**src/rtl/pc_redirect.sv**
```systemverilog
// Fetch-PC sequencer with EX-stage redirect for branches, JAL and JALR.
// A taken transfer flushes IF/ID and ID/EX for two cycles; branch and redirect counters are kept for profiling.
module pc_redirect #(
    parameter logic [31:0] RESET_PC = 32'h0000_0000
) (
    input  logic        clk_i,
    input  logic        rst_i,
    input  logic        stall_i,
    input  logic        ex_valid_i,
    input  logic        ex_is_br_i,
    input  logic        ex_is_jal_i,
    input  logic        ex_is_jalr_i,
    input  logic        br_f_i,
    input  logic [31:0] ex_pc_i,
    input  logic [31:0] ex_imm_i,
    input  logic [31:0] alu_c_i,
    output logic [31:0] pc_o,
    output logic        flush_o,
    output logic        redirect_o,
    output logic [31:0] link_o,
    output logic        misalign_o,
    output logic [31:0] br_cnt_o,
    output logic [31:0] taken_cnt_o
);

    typedef enum logic {
        RUN   = 1'b0,
        FLUSH = 1'b1
    } state_t;

    state_t      state_q, state_d;
    logic [31:0] pc_q, pc_d;
    logic        misalign_q, misalign_d;
    logic [31:0] br_cnt_q, br_cnt_d;
    logic [31:0] taken_cnt_q, taken_cnt_d;

    logic        accept;
    logic        take;
    logic [31:0] target;

    // The instruction in EX during FLUSH is already dead, so it can neither redirect nor count.
    assign accept = ex_valid_i & (state_q == RUN);
    assign take   = accept & (ex_is_jal_i | ex_is_jalr_i | (ex_is_br_i & br_f_i));
    assign target = ex_is_jalr_i ? (alu_c_i & ~32'h1) : (ex_pc_i + ex_imm_i);

    always_comb begin
        state_d     = state_q;
        pc_d        = pc_q + 32'd4;
        misalign_d  = misalign_q;
        br_cnt_d    = br_cnt_q;
        taken_cnt_d = taken_cnt_q;

        case (state_q)
            RUN:     state_d = take ? FLUSH : RUN;
            FLUSH:   state_d = RUN;
            default: state_d = RUN;
        endcase

        if (take) begin
            pc_d = target;
        end else if (stall_i) begin
            pc_d = pc_q;
        end

        if (take && target[1]) begin
            misalign_d = 1'b1;
        end
        if (accept && ex_is_br_i) begin
            br_cnt_d = br_cnt_q + 32'd1;
        end
        if (take) begin
            taken_cnt_d = taken_cnt_q + 32'd1;
        end
    end

    always_ff @(posedge clk_i or posedge rst_i) begin
        if (rst_i) begin
            state_q     <= RUN;
            pc_q        <= RESET_PC;
            misalign_q  <= 1'b0;
            br_cnt_q    <= 32'd0;
            taken_cnt_q <= 32'd0;
        end else begin
            state_q     <= state_d;
            pc_q        <= pc_d;
            misalign_q  <= misalign_d;
            br_cnt_q    <= br_cnt_d;
            taken_cnt_q <= taken_cnt_d;
        end
    end

    // Masking with rst_i keeps the combinational outputs quiet while reset is held.
    assign redirect_o  = take & ~rst_i;
    assign flush_o     = (take | (state_q == FLUSH)) & ~rst_i;
    assign link_o      = ex_pc_i + 32'd4;
    assign pc_o        = pc_q;
    assign misalign_o  = misalign_q;
    assign br_cnt_o    = br_cnt_q;
    assign taken_cnt_o = taken_cnt_q;

endmodule

```
**config.mk**
```make
export PLATFORM = sky130hd
export DESIGN_NAME = pc_redirect
export DESIGN_NICKNAME = d
export VERILOG_FILES = /design/src/rtl/pc_redirect.sv
export SDC_FILE = /design/constraint.sdc
export NUM_CORES = 1
export LEC_CHECK = 0
export CAP_MARGIN = 20
export CORE_MARGIN = 2
export CORE_UTILIZATION = 51
export DETAILED_ROUTE_END_ITERATION = 10
export MAX_ROUTING_LAYER = met4
export PLACE_DENSITY = 0.88
export SLEW_MARGIN = 20
export SYNTH_ARGS = -nofsm -noshare
export SYNTH_HDL_FRONTEND = slang
export SYNTH_SLANG_ARGS = --single-unit
export TNS_END_PERCENT = 5
```
**constraint.sdc**
```tcl
create_clock -name clk_i -period 8.05 [get_ports clk_i]
set_input_delay 1.61 -clock clk_i [delete_from_list [all_inputs] [get_ports clk_i]]
set_output_delay 1.61 -clock clk_i [all_outputs]
set_load 0.01 [all_outputs]
```
# Yosys cells after proc, flatten, opt, wreduce, memory -nomap -nowiden
# Index checks and enable logic that the tools add are counted.
[word_totals]
register_bits = 98
input_bits = 104
output_inout_bits = 131
elab_cells = 28
[classes]
muxes = 5
add_sub_neg = 5
n_reduce_logical = 2
eq_ne = 1
bitwise = 10
[op_table]
columns = ["operator", "n"]
rows = [
  ["2-to-1 mux 32 bit", 3],
  ["adder 32 x 1 -> 32 bit, second input constant", 2],
  ["adder 32 x 3 -> 32 bit, second input constant", 2],
  ["adder 32 bit", 1],
  ["bitwise AND 1 bit", 5],
  ["OR 1 bit", 3],
  ["logical AND 1 bit", 2],
  ["inequality test 2 x 1 -> 1 bit, second input constant", 1],
  ["inverter 1 bit", 2],
  ["one-hot mux 1 bit (2 select lines)", 1],
  ["2-to-1 mux 1 bit", 1],
]

# Logic depth before layout (Yosys ltp)
[logic_depth]
word_depth = 5
ltp_mapped = 10
mapped_depth_nobuf = 10

# Least setup slack after synthesis
# No wires, ideal clock.
[synth_path]
path_kind = "input-to-output"
startpoint = "in ex_pc_i[2]"
endpoint = "out link_o[31]"
required_time_ps = 6440
n_path_buf = 0
path_slack_ps = 3366
arrival_ps = 3074
path_stages = 7
path_cell_list = "nand3_1 nor2_1 nand3_1 nor2_2 nand2_1 or4_1 xnor2_1"
[synth_via]
elab_chain_len = 1
[synth_lines]
columns = ["element", "line", "rtl"]
rows = [
  ["start: declaration", "14", "input logic [31:0] ex_pc_i,"],
  ["adder 32 x 3 -> 32 bit", "95", "assign link_o = ex_pc_i + 32'd4;"],
  ["end: declaration", "20", "output logic [31:0] link_o,"],
]
# No other way between the ends.

# Worst setup path in the final report
[layout_path]
startpoint = "in ex_pc_i[4]"
endpoint = "out link_o[31]"
# The elaborated chain is that of the path after synthesis.

==> metrics.md <==
| Metric | Value |
|---|---|
| Status | finished clean |
| Fillcell total | 1058 |
| Rows | 43 |
| CTS root buf | clkbuf_16 |
| Worst EP required | 6440 ps |
| Multi-input gate area | 4453 um2 |
| # H-tree levels | 3 |
| Internal power | 1.158 mW |
| Clock transition at path regs | 60 ps |
| Endpoints failing hold | 0 |
| Largest net degree at the start of global routing | 69 |
| Gr ovfl total | 0 |
| Num CTS Buffers | 9 |
| Share of the synthesized area in the top cell type | 34.62% |
| RSZ-0062 raised after global routing | no |
| Die X | 121.9 um |
| Die H | 121.9 um |
| Commonest non-fill, non-tap cells in the layout | clkdlybuf4s50_1, dfrtp_1, xnor2_1 |
| Max Buffers Root-to-Sink | 2 |
| EDFF count, synth | 0 |
| Top FF cell, synth | dfrtp_1 |
| FF+latch area | 2452 um2 |
| Initial DRC Count | 399 |
| Full die area | 14850 um2 |
| Port Buf Inserts | 233 |
| Wire per inst | 16.05 um |
| Syn Std Cell Area | 7084 um2 |
| CP arrival | 4420 ps |
| Vias in the first global route | 6561 |
| Peak VDD IR | 0.0001053 V |
| Syn Area/Cell | 8.866 um2 |
| Hpwl dp | 15470 um |
| Sw power | 548.8 uW |
| Setup crit end kind | output pin |
| Minimum clock period | 6029 ps |
| Synth async-reset ratio | 100.0% |
| Post-Route Setup TNS | 0 ps |
| Synth area leaders | dfrtp_1, xnor2_1, ha_1 |
| Synthesized flop and latch total | 98 |
| DR vias | 6738 |
| Setup Skew | 11.22 ps |
| First-pass iteration count of the detailed router | 4 |
| Final setup fails | 0 |
| CP max FO | 5 |
| Synth warn | 0 |
| Fraction of layout cells with a size suffix above 1 | 4.961% |
| CTS tree | yes |
| Clock Sinks | 98 |
| Skew-Pair Late Insertion Delay | 340 ps |
| Lkg Pwr | 4.090 nW |
| Syn Nets | 939 |
| Achievable Freq | 165.9 MHz |
| Core area | 13720 um2 |
| Post-Synthesis Cells | 799 |
| Area growth, synth to finish | 39.88% |
| Post_cts resized | 0 |
| Worst slew pin tran | 837.8 ps |
| Post-route DRC | 0 |
| HP Class | reg -> reg |
| Post-CTS Hold Fix Bufs | 0 |
| Flop pwr share | 37.8% |
| Critical path type | in -> out |
| DR vias/cell | 5.578 |
| Period utilization | 74.89% |
| Synth area leader | dfrtp_1 |
| Post-route ant nets | 0 |
| PwrDens | 172.3 nW/um2 |
| Io pins | 235 |
| # diodes | 0 |
| Postcts setup bufs | 0 |
| Sw frac | 32.15% |
| All-Layer GR Usage | 26.98% |
| Initial antenna violation count | 0 |
| MaxCap Viol Count | 0 |
| Commonest non-fill, non-tap cell in the layout | clkdlybuf4s50_1 |
| Synth cell types | 71 |
| Clock power frac | 28.0% |
| GP Congestion | 0.8514 |
| Startpoint types | primary input |
| Seq/Total Area, Yosys | 34.62% |
| Final wirelength | 19380 um |
| First-pass GRT wire length | 31180 um |
| Max-slew violation count | 0 |
| Layout Nets | 1163 |
| Hold_ws | 478.7 ps |
| Initial Util | 51.64% |
| Worst rel slew slack | 44.14% |
| Comb pwr share | 34.2% |
critical path: stages:
cell	delay [ps]
clkdlybuf4s50_1	590
nand3_1	150
nor2_1	180
nand3_1	180
nor2_2	250
nand2_1	180
or4_1	550
xnor2_1	180
clkdlybuf4s50_1	560
cell families (layout without fill, tap and decap cells):
kind of cell             count (synthesis)  in the layout  share of synthesized area (%)
flip-flops                              98             98                          34.62
AO/OA/AOI/OAI                          152            152                          14.18
buffers and inverters                   44            273                          2.526
XOR/XNOR                               137            137                          16.94
multiplexers                            11             11                          1.625
AND/OR/NAND/NOR                        321            321                          23.65
adder cells (fa/ha/maj)                 36             36                          6.464
layer usage:
metal | global-route usage (%) | share of wire, % | vias to the layer above
met3 | 5.337 | 5.8 | 45
met4 | 9.052 | 2.6 | 0
met1 | 31.11 | 42 | 3166
met5 | - | 0 | -
li1 | - | - | 3293
met2 | 47.00 | 49 | 234
through the flow:
step	instance area [um2]	instances	util, %	power, mW	worst slack [ps]
floorplan	7084	799	-	0.9373	3366
detailed placement	9570	1192	69.76	1.232	2035
CTS	9910	1208	72.23	1.715	2017
finish	9910	1208	72.23	1.707	2021
global route	9910	1208	72.23	1.798	1844
global placement	9570	1192	69.76	1.218	2077
state kept, by name, summed over array words and instances (netlist names):
name         count
state_q          1
br_cnt_o        32
taken_cnt_o     32
pc_o            32
misalign_o       1
cells in the mapped netlist (16+ instances only):
cell	number
xor2_1	48
and3_1	16
nor2_1	63
a21oi_1	49
inv_1	20
nand2_1	88
dfrtp_1	98
ha_1	35
o21ai_0	38
nand3_1	43
xnor2_1	89
nand4_1	27
power groups by stage:
stage	Sequential (mW)	Clock [mW]	Combinational [mW]
floorplan	0.669	0	0.268
global placement	0.649	0	0.568
detailed placement	0.652	0	0.580
CTS	0.644	0.487	0.584
global route	0.658	0.505	0.635
finish	0.645	0.478	0.584
worst paths after layout:
| kind | startpoint | to | slack [ps] | cells past startpoint |
|---|---|---|---|---|
| max | ex_pc_i[4] | link_o[31] | 2020 | 9 |
| min | pc_o[0]$_DFFE_PP0P_ | pc_o[0]$_DFFE_PP0P_ | 480 | 2 |
| max reg2reg | state_q$_DFF_PP0_ | taken_cnt_o[26]$_DFFE_PP0P_ | 5200 | 9 |
| min reg2reg | pc_o[0]$_DFFE_PP0P_ | pc_o[0]$_DFFE_PP0P_ | 480 | 2 |
| max in group asynchronous | rst_i | br_cnt_o[27]$_DFFE_PP0P_ | 5240 | 3 |
| min in group asynchronous | rst_i | pc_o[3]$_DFFE_PP0N_ | 1650 | 2 |
final cells by class:
cell class,instances,area share [%]
Multi-Input combinational cell,657,44.94
Inverter,20,0.7828
Sequential cell,98,24.75
Clock buffer,11,2.551
Timing Repair Buffer,237,23.84
Clock inverter,5,0.8712
Tap cell,180,2.273
Power figures use the tool's default switching activity.
